### src/rtl/ycbcr_rgb_reader.sv
// Frame reader for the YCbCr sample store: credit-limited read issue, 3-stage
// YCbCr->RGB fixed-point pipeline, and an output FIFO on a valid/ready stream.
module ycbcr_rgb_reader #(
   parameter int NUM_PIXELS = 1048576,
   parameter int FIFO_DEPTH = 8
) (
   input  logic        clk,
   input  logic        rst,
   input  logic        start,
   output logic        mem_en_read,
   input  logic [31:0] Y_O,
   input  logic [31:0] Cb_O,
   input  logic [31:0] Cr_O,
   output logic [7:0]  R,
   output logic [7:0]  G,
   output logic [7:0]  B,
   output logic        rgb_valid,
   input  logic        rgb_ready,
   output logic        busy,
   output logic        done,
   output logic [20:0] pix_count
);
   localparam int STAGES = 2;
   localparam int AW     = $clog2(FIFO_DEPTH);
   localparam int CW     = AW + 2;

   typedef enum logic [1:0] {IDLE, ISSUE, DRAIN, DONE} state_t;
   typedef struct packed { logic [7:0] y, cb, cr; } ycc_t;
   typedef struct packed { logic [7:0] r, g, b; } rgb_t;

   state_t state, nxt;
   logic   issue, credit;

   // [0] read outstanding at the store, [1] stage A holds a sample, [2] stage B holds products
   logic [STAGES:0] vld_pipe;
   assign mem_en_read = vld_pipe[0];

   logic [20:0] issued;

   // stage A
   ycc_t sa;
   logic signed [17:0] d_b, d_r, p_r, p_gb, p_gr, p_b;
   assign d_b  = $signed({10'd0, sa.cb}) - 18'sd128;
   assign d_r  = $signed({10'd0, sa.cr}) - 18'sd128;
   assign p_r  = d_r * 18'sd359;
   assign p_gb = -(d_b * 18'sd88);
   assign p_gr = -(d_r * 18'sd183);
   assign p_b  = d_b * 18'sd454;

   // stage B
   logic [7:0]         sb_y;
   logic signed [17:0] sb_pr, sb_pgb, sb_pgr, sb_pb;
   logic signed [17:0] yb, sum_r, sum_g, sum_b;
   rgb_t               pix_c;

   function automatic logic [7:0] clamp8(input logic signed [17:0] v);
      if (v < 18'sd0)   return 8'd0;
      if (v > 18'sd255) return 8'hff;
      return v[7:0];
   endfunction

   assign yb    = $signed({10'd0, sb_y});
   assign sum_r = yb + (sb_pr >>> 8);
   assign sum_g = yb + ((sb_pgb + sb_pgr) >>> 8);
   assign sum_b = yb + (sb_pb >>> 8);
   assign pix_c = {clamp8(sum_r), clamp8(sum_g), clamp8(sum_b)};

   // output FIFO
   rgb_t          mem [FIFO_DEPTH];
   rgb_t          head;
   logic [AW-1:0] wr_ptr, rd_ptr;
   logic [AW:0]   fifo_count;
   logic          push, pop;

   assign push      = vld_pipe[STAGES];
   assign rgb_valid = (fifo_count != '0);
   assign pop       = rgb_valid & rgb_ready;
   assign head      = mem[rd_ptr];
   assign R         = rgb_valid ? head.r : 8'd0;
   assign G         = rgb_valid ? head.g : 8'd0;
   assign B         = rgb_valid ? head.b : 8'd0;

   // Everything issued but not yet popped must fit in the FIFO: the store cannot stall.
   logic [1:0]    in_flight;
   logic [CW-1:0] occupancy;
   assign in_flight = 2'(vld_pipe[0]) + 2'(vld_pipe[1]) + 2'(vld_pipe[2]);
   assign occupancy = CW'(fifo_count) + CW'(in_flight);
   assign credit    = occupancy < CW'(FIFO_DEPTH);

   assign busy = (state != IDLE);
   assign done = (state == DONE);

   always_comb begin
      nxt   = state;
      issue = 1'b0;
      case (state)
         IDLE:  if (start) nxt = ISSUE;
         ISSUE: if (issued < 21'(NUM_PIXELS) && credit) begin
            issue = 1'b1;
            if (issued == 21'(NUM_PIXELS - 1)) nxt = DRAIN;
         end
         DRAIN: if (vld_pipe == '0 && fifo_count == '0) nxt = DONE;
         DONE:  nxt = IDLE;
         default: nxt = IDLE;
      endcase
   end

   always_ff @(posedge clk or posedge rst) begin
      if (rst) begin
         state     <= IDLE;
         issued    <= '0;
         pix_count <= '0;
      end else begin
         state <= nxt;
         if (state == IDLE && start) begin
            issued    <= '0;
            pix_count <= '0;
         end else begin
            if (issue) issued    <= issued + 21'd1;
            if (pop)   pix_count <= pix_count + 21'd1;
         end
      end
   end

   always_ff @(posedge clk or posedge rst) begin
      if (rst) begin
         vld_pipe <= '0;
         sa       <= '0;
         sb_y     <= '0;
         sb_pr    <= '0;
         sb_pgb   <= '0;
         sb_pgr   <= '0;
         sb_pb    <= '0;
      end else begin
         vld_pipe <= {vld_pipe[STAGES-1:0], issue};
         if (vld_pipe[0]) sa <= '{y: Y_O[7:0], cb: Cb_O[7:0], cr: Cr_O[7:0]};
         if (vld_pipe[1]) begin
            sb_y   <= sa.y;
            sb_pr  <= p_r;
            sb_pgb <= p_gb;
            sb_pgr <= p_gr;
            sb_pb  <= p_b;
         end
      end
   end

   always_ff @(posedge clk) begin
      if (push) mem[wr_ptr] <= pix_c;
   end

   always_ff @(posedge clk or posedge rst) begin
      if (rst) begin
         wr_ptr     <= '0;
         rd_ptr     <= '0;
         fifo_count <= '0;
      end else begin
         if (push) wr_ptr <= wr_ptr + 1'b1;
         if (pop)  rd_ptr <= rd_ptr + 1'b1;
         case ({push, pop})
            2'b10:   fifo_count <= fifo_count + 1'b1;
            2'b01:   fifo_count <= fifo_count - 1'b1;
            default: fifo_count <= fifo_count;
         endcase
      end
   end

   logic unused_hi;
   assign unused_hi = ^{Y_O[31:8], Cb_O[31:8], Cr_O[31:8]};

endmodule

### config.mk
export PLATFORM = sky130hd
export DESIGN_NAME = ycbcr_rgb_reader
export DESIGN_NICKNAME = d
export VERILOG_FILES = /design/src/rtl/ycbcr_rgb_reader.sv
export SDC_FILE = /design/constraint.sdc
export NUM_CORES = 1
export LEC_CHECK = 0
export BUFFER_PORTS_ARGS = -buffer_cell sky130_fd_sc_hd__buf_2
export CORE_MARGIN = 8
export CORE_UTILIZATION = 60
export CTS_BUF_LIST = sky130_fd_sc_hd__clkbuf_4
export CTS_CLUSTER_DIAMETER = 200
export DETAILED_ROUTE_END_ITERATION = 10
export GPL_TIMING_DRIVEN = 0
export PLACE_DENSITY = 0.79
export SETUP_SLACK_MARGIN = 0.15
export SLEW_MARGIN = 20
export SYNTH_ARGS = -nofsm -noshare
export SYNTH_HDL_FRONTEND = slang
export SYNTH_SLANG_ARGS = --single-unit
### constraint.sdc
create_clock -name clk -period 7.6 [get_ports clk]
set_input_delay 1.9 -clock clk [delete_from_list [all_inputs] [get_ports clk]]
set_output_delay 1.9 -clock clk [all_outputs]
set_load 0.005 [all_outputs]
==> flow_summary.toml <==
[placement]
detailedPlace.worstSlack_ps = 1960
globalplace.congestion = 0.860
port_buffers = 76
hpwl_um = 32100

[detailed_routing]
avgViaCountPerCell = 5.68
wirelength_um = 43100
detail-route-antenna-nets = 0
dr.pass1.iters = 5
routedWlPerCell_um = 18.4
drc = 0
drt_iter0_markers = 781
via_count = 13311

[cts]
postCtsHoldBufs = 0
cts_resized = 0
cts_root_buf = "clkbuf_4"
cts_tree = "done"
cts.path.max_buffers = 3
clock_sinks = 331
clk_pin_slew_ps = 60
postCtsSetupRepairBufs = 0
clk_latency_ps = 770
cts_htree_levels = 3
cts-buffers-inserted = 83

[sta]
hold_viol = 0
fin_crit_sh_pct = 75.2
setup_viol = 0
slew_headroom_pct = 28.1
worst_pin_slew_ps = 1070
finalClockSkew_ps = 68.1
slew_violations = 0
setup_ws_ps = 1880
rsz0062_at_grt = "false"
max_freq_mhz = 175
fin_tns_setup_ps = 0
period_minus_slack_ps = 5720

[synthesis]
syn_area_per_cell_um2 = 12.2
syn_area_um2 = 20200
synth-seq-cells = 331
ys.flop_type = "edfxtp_1"
synthTopCellsByArea = "edfxtp_1 29%, dfrtp_1 17%, ha_1 13%"
yosysWarnings = 0
yosysTopAreaCell = "edfxtp_1"
synth.most_common_cell = "ha_1"
yosysSeqAreaShare_pct = 45.7
synth_edf_count = 192
syn-num-nets = 2037
synth.top_cell.area_share_pct = 28.5
postSynthCellCount = 1661
synthTopCellsByCount = "204 x ha_1, 192 x edfxtp_1, 183 x inv_1, 139 x dfrtp_1, 135 x nor2_1"
synth.distinct_cells = 65
synthArstFlopShare_pct = 42.0

[floorplanning]
chipHeight_um = 200
std_cell_rows = 67
core_um2 = 33400
fp.dieArea_um2 = 39800
num_io_pins = 149
die_w_um = 200
start_util_pct = 60.6

[cells_and_area]
nets = 2211
area_growth_pct = 11.3
drive_gt1_share_pct = 18.3
fin_util_pct = 67.5

[setup_path]
crit_path_start_kind = "flip-flop"
cp_cell_sequence = "buf_1, inv_1, ha_1, inv_1, ha_1, inv_1, fa_1, fa_1, inv_1, ha_1, nor2_1, a211oi_1, a41o_1, a31oi_1, o21ai_0, a21oi_1, xnor2_1, a21oi_1"
criticalPathCategory = "reg -> reg"
crit_required_ps = 8180
path_common_cell = "inv_1"
crit_slowest_cell = "a211oi_1"
crit_path_end_kind = "flip-flop"
crit_arrival_ps = 6300
critPathMaxStageDelay_ps = 580
critical_path.max_fanout = 11

[hold_path]
hold_path.class = "reg -> reg"

[global_route]
antenna_found_initial = 1
grt_max_degree = 78
grt_pass1_vias = 14130
grt_pass1_wl_um = 71200
grtUsageTotal_pct = 22.6
grt.overflow.total = 0

[power]
leakagePower_nw = 9.48
p_per_area_nw_per_um2 = 180
ir_drop_mv = 0.170

[run_status]
outcome = "completed"

[run]
cap_violations = 0
[power by group]
part	internal [mW]	switching (mW)	total, mW
registers	1.92	0.0476	1.97
logic	0.245	0.333	0.577
clock network	0.795	0.716	1.51
[layout by cell type (no fill, tap or decap), types with 14 or more instances in the layout]
cell type  Yosys  final
nor2b_1       14     14
clkbuf_4       0    120
buf_2          2     78
nand3_1       27     27
ha_1         204    204
a21oi_1       67     67
clkbuf_1      30     30
xnor2_1       81     81
mux2_2        49     49
fa_1          72     72
a21o_1        24     24
edfxtp_1     192    192
nand2_1       81     81
inv_1        183    182
dfrtp_1      139    139
nor3_1        32     30
mux2i_1       30     30
xor2_1        47     47
nand2b_1      14     14
mux4_2        48     48
o21ai_0       50     50
clkinv_1       0     16
nor2_1       135    129
[worst paths after layout]
check / depth (start not counted) / end / slack [ps] / from
setup / recovery: 18 / sb_pb[17]$_DFFE_PP0P_ / 1880 / sa[15]$_DFFE_PP0P_
min in group asynchronous: 2 / vld_pipe[1]$_DFF_PP0_ / 1200 / rst
hold / removal: 2 / sb_y[1]$_DFFE_PP0P_ / 470 / sa[17]$_DFFE_PP0P_
hold reg to reg: 2 / sb_y[1]$_DFFE_PP0P_ / 470 / sa[17]$_DFFE_PP0P_
max in group asynchronous: 3 / sb_pb[10]$_DFFE_PP0P_ / 5660 / rst
setup reg to reg: 18 / sb_pb[17]$_DFFE_PP0P_ / 1880 / sa[15]$_DFFE_PP0P_
[critical path: cells and delay by family, from the launching register on]
| kind | cells | cell delay [ps] |
|---|---|---|
| AND/OR/NAND/NOR | 1 | 40 |
| flip-flops | 1 | 510 |
| buffers and inverters | 5 | 1060 |
| adder cells (fa/ha/maj) | 5 | 2060 |
| AO/OA/AOI/OAI | 6 | 1690 |
| XOR/XNOR | 1 | 180 |
[sequential cells by signal (all words and copies together) (netlist names)]
register	cells
fifo_count	4
sa	24
sb_pb	10
rd_ptr	3
issued	21
mem	192
sb_pgr	15
state	2
vld_pipe	3
pix_count	21
sb_pr	10
wr_ptr	3
sb_pgb	15
sb_y	8
[final cells by class]
type	instances	area (µm²)
repair buffers	89	596
well taps	448	561
flip-flops and latches	331	9240
clock buffers	120	901
plain buffers	39	149
multi-input cells	1107	10200
fillers	2489	10900
diodes	1	2.50
inverters	184	698
clock inverters	25	166
[through the flow]
| stage | cells | hold slack [ps] | power (mW) | area [µm²] |
|---|---|---|---|---|
| after floorplan | 1661 | 403 | 2.39 | 20200 |
| after detailed placement | 2198 | 431 | 2.60 | 21400 |
| final | 2344 | 475 | 4.06 | 22500 |
| after global placement | 2185 | 435 | 2.58 | 21200 |
| after CTS | 2343 | 478 | 4.11 | 22500 |
| after global routing | 2344 | 520 | 4.26 | 22500 |
[kinds of logic after synthesis]
kind of cell | Yosys count | share of synthesized area (%)
adder cells (fa/ha/maj) | 276 | 19.8
XOR/XNOR | 128 | 5.55
multiplexers | 127 | 9.56
AND/OR/NAND/NOR | 354 | 8.09
flip-flops | 331 | 45.7
buffers and inverters | 223 | 4.15
AO/OA/AOI/OAI | 222 | 7.17
[metal layers]
layer	share of wire (%)	vias to the layer above	track usage (%)	wire (µm)
li1	-	6275	-	-
met1	41	6616	27.9	17700
met2	51	340	39.9	21900
met3	5.6	80	3.79	2430
met4	2.4	0	7.90	1050
met5	0	-	0	0
No activity file was read; power rests on OpenSTA's default activity.
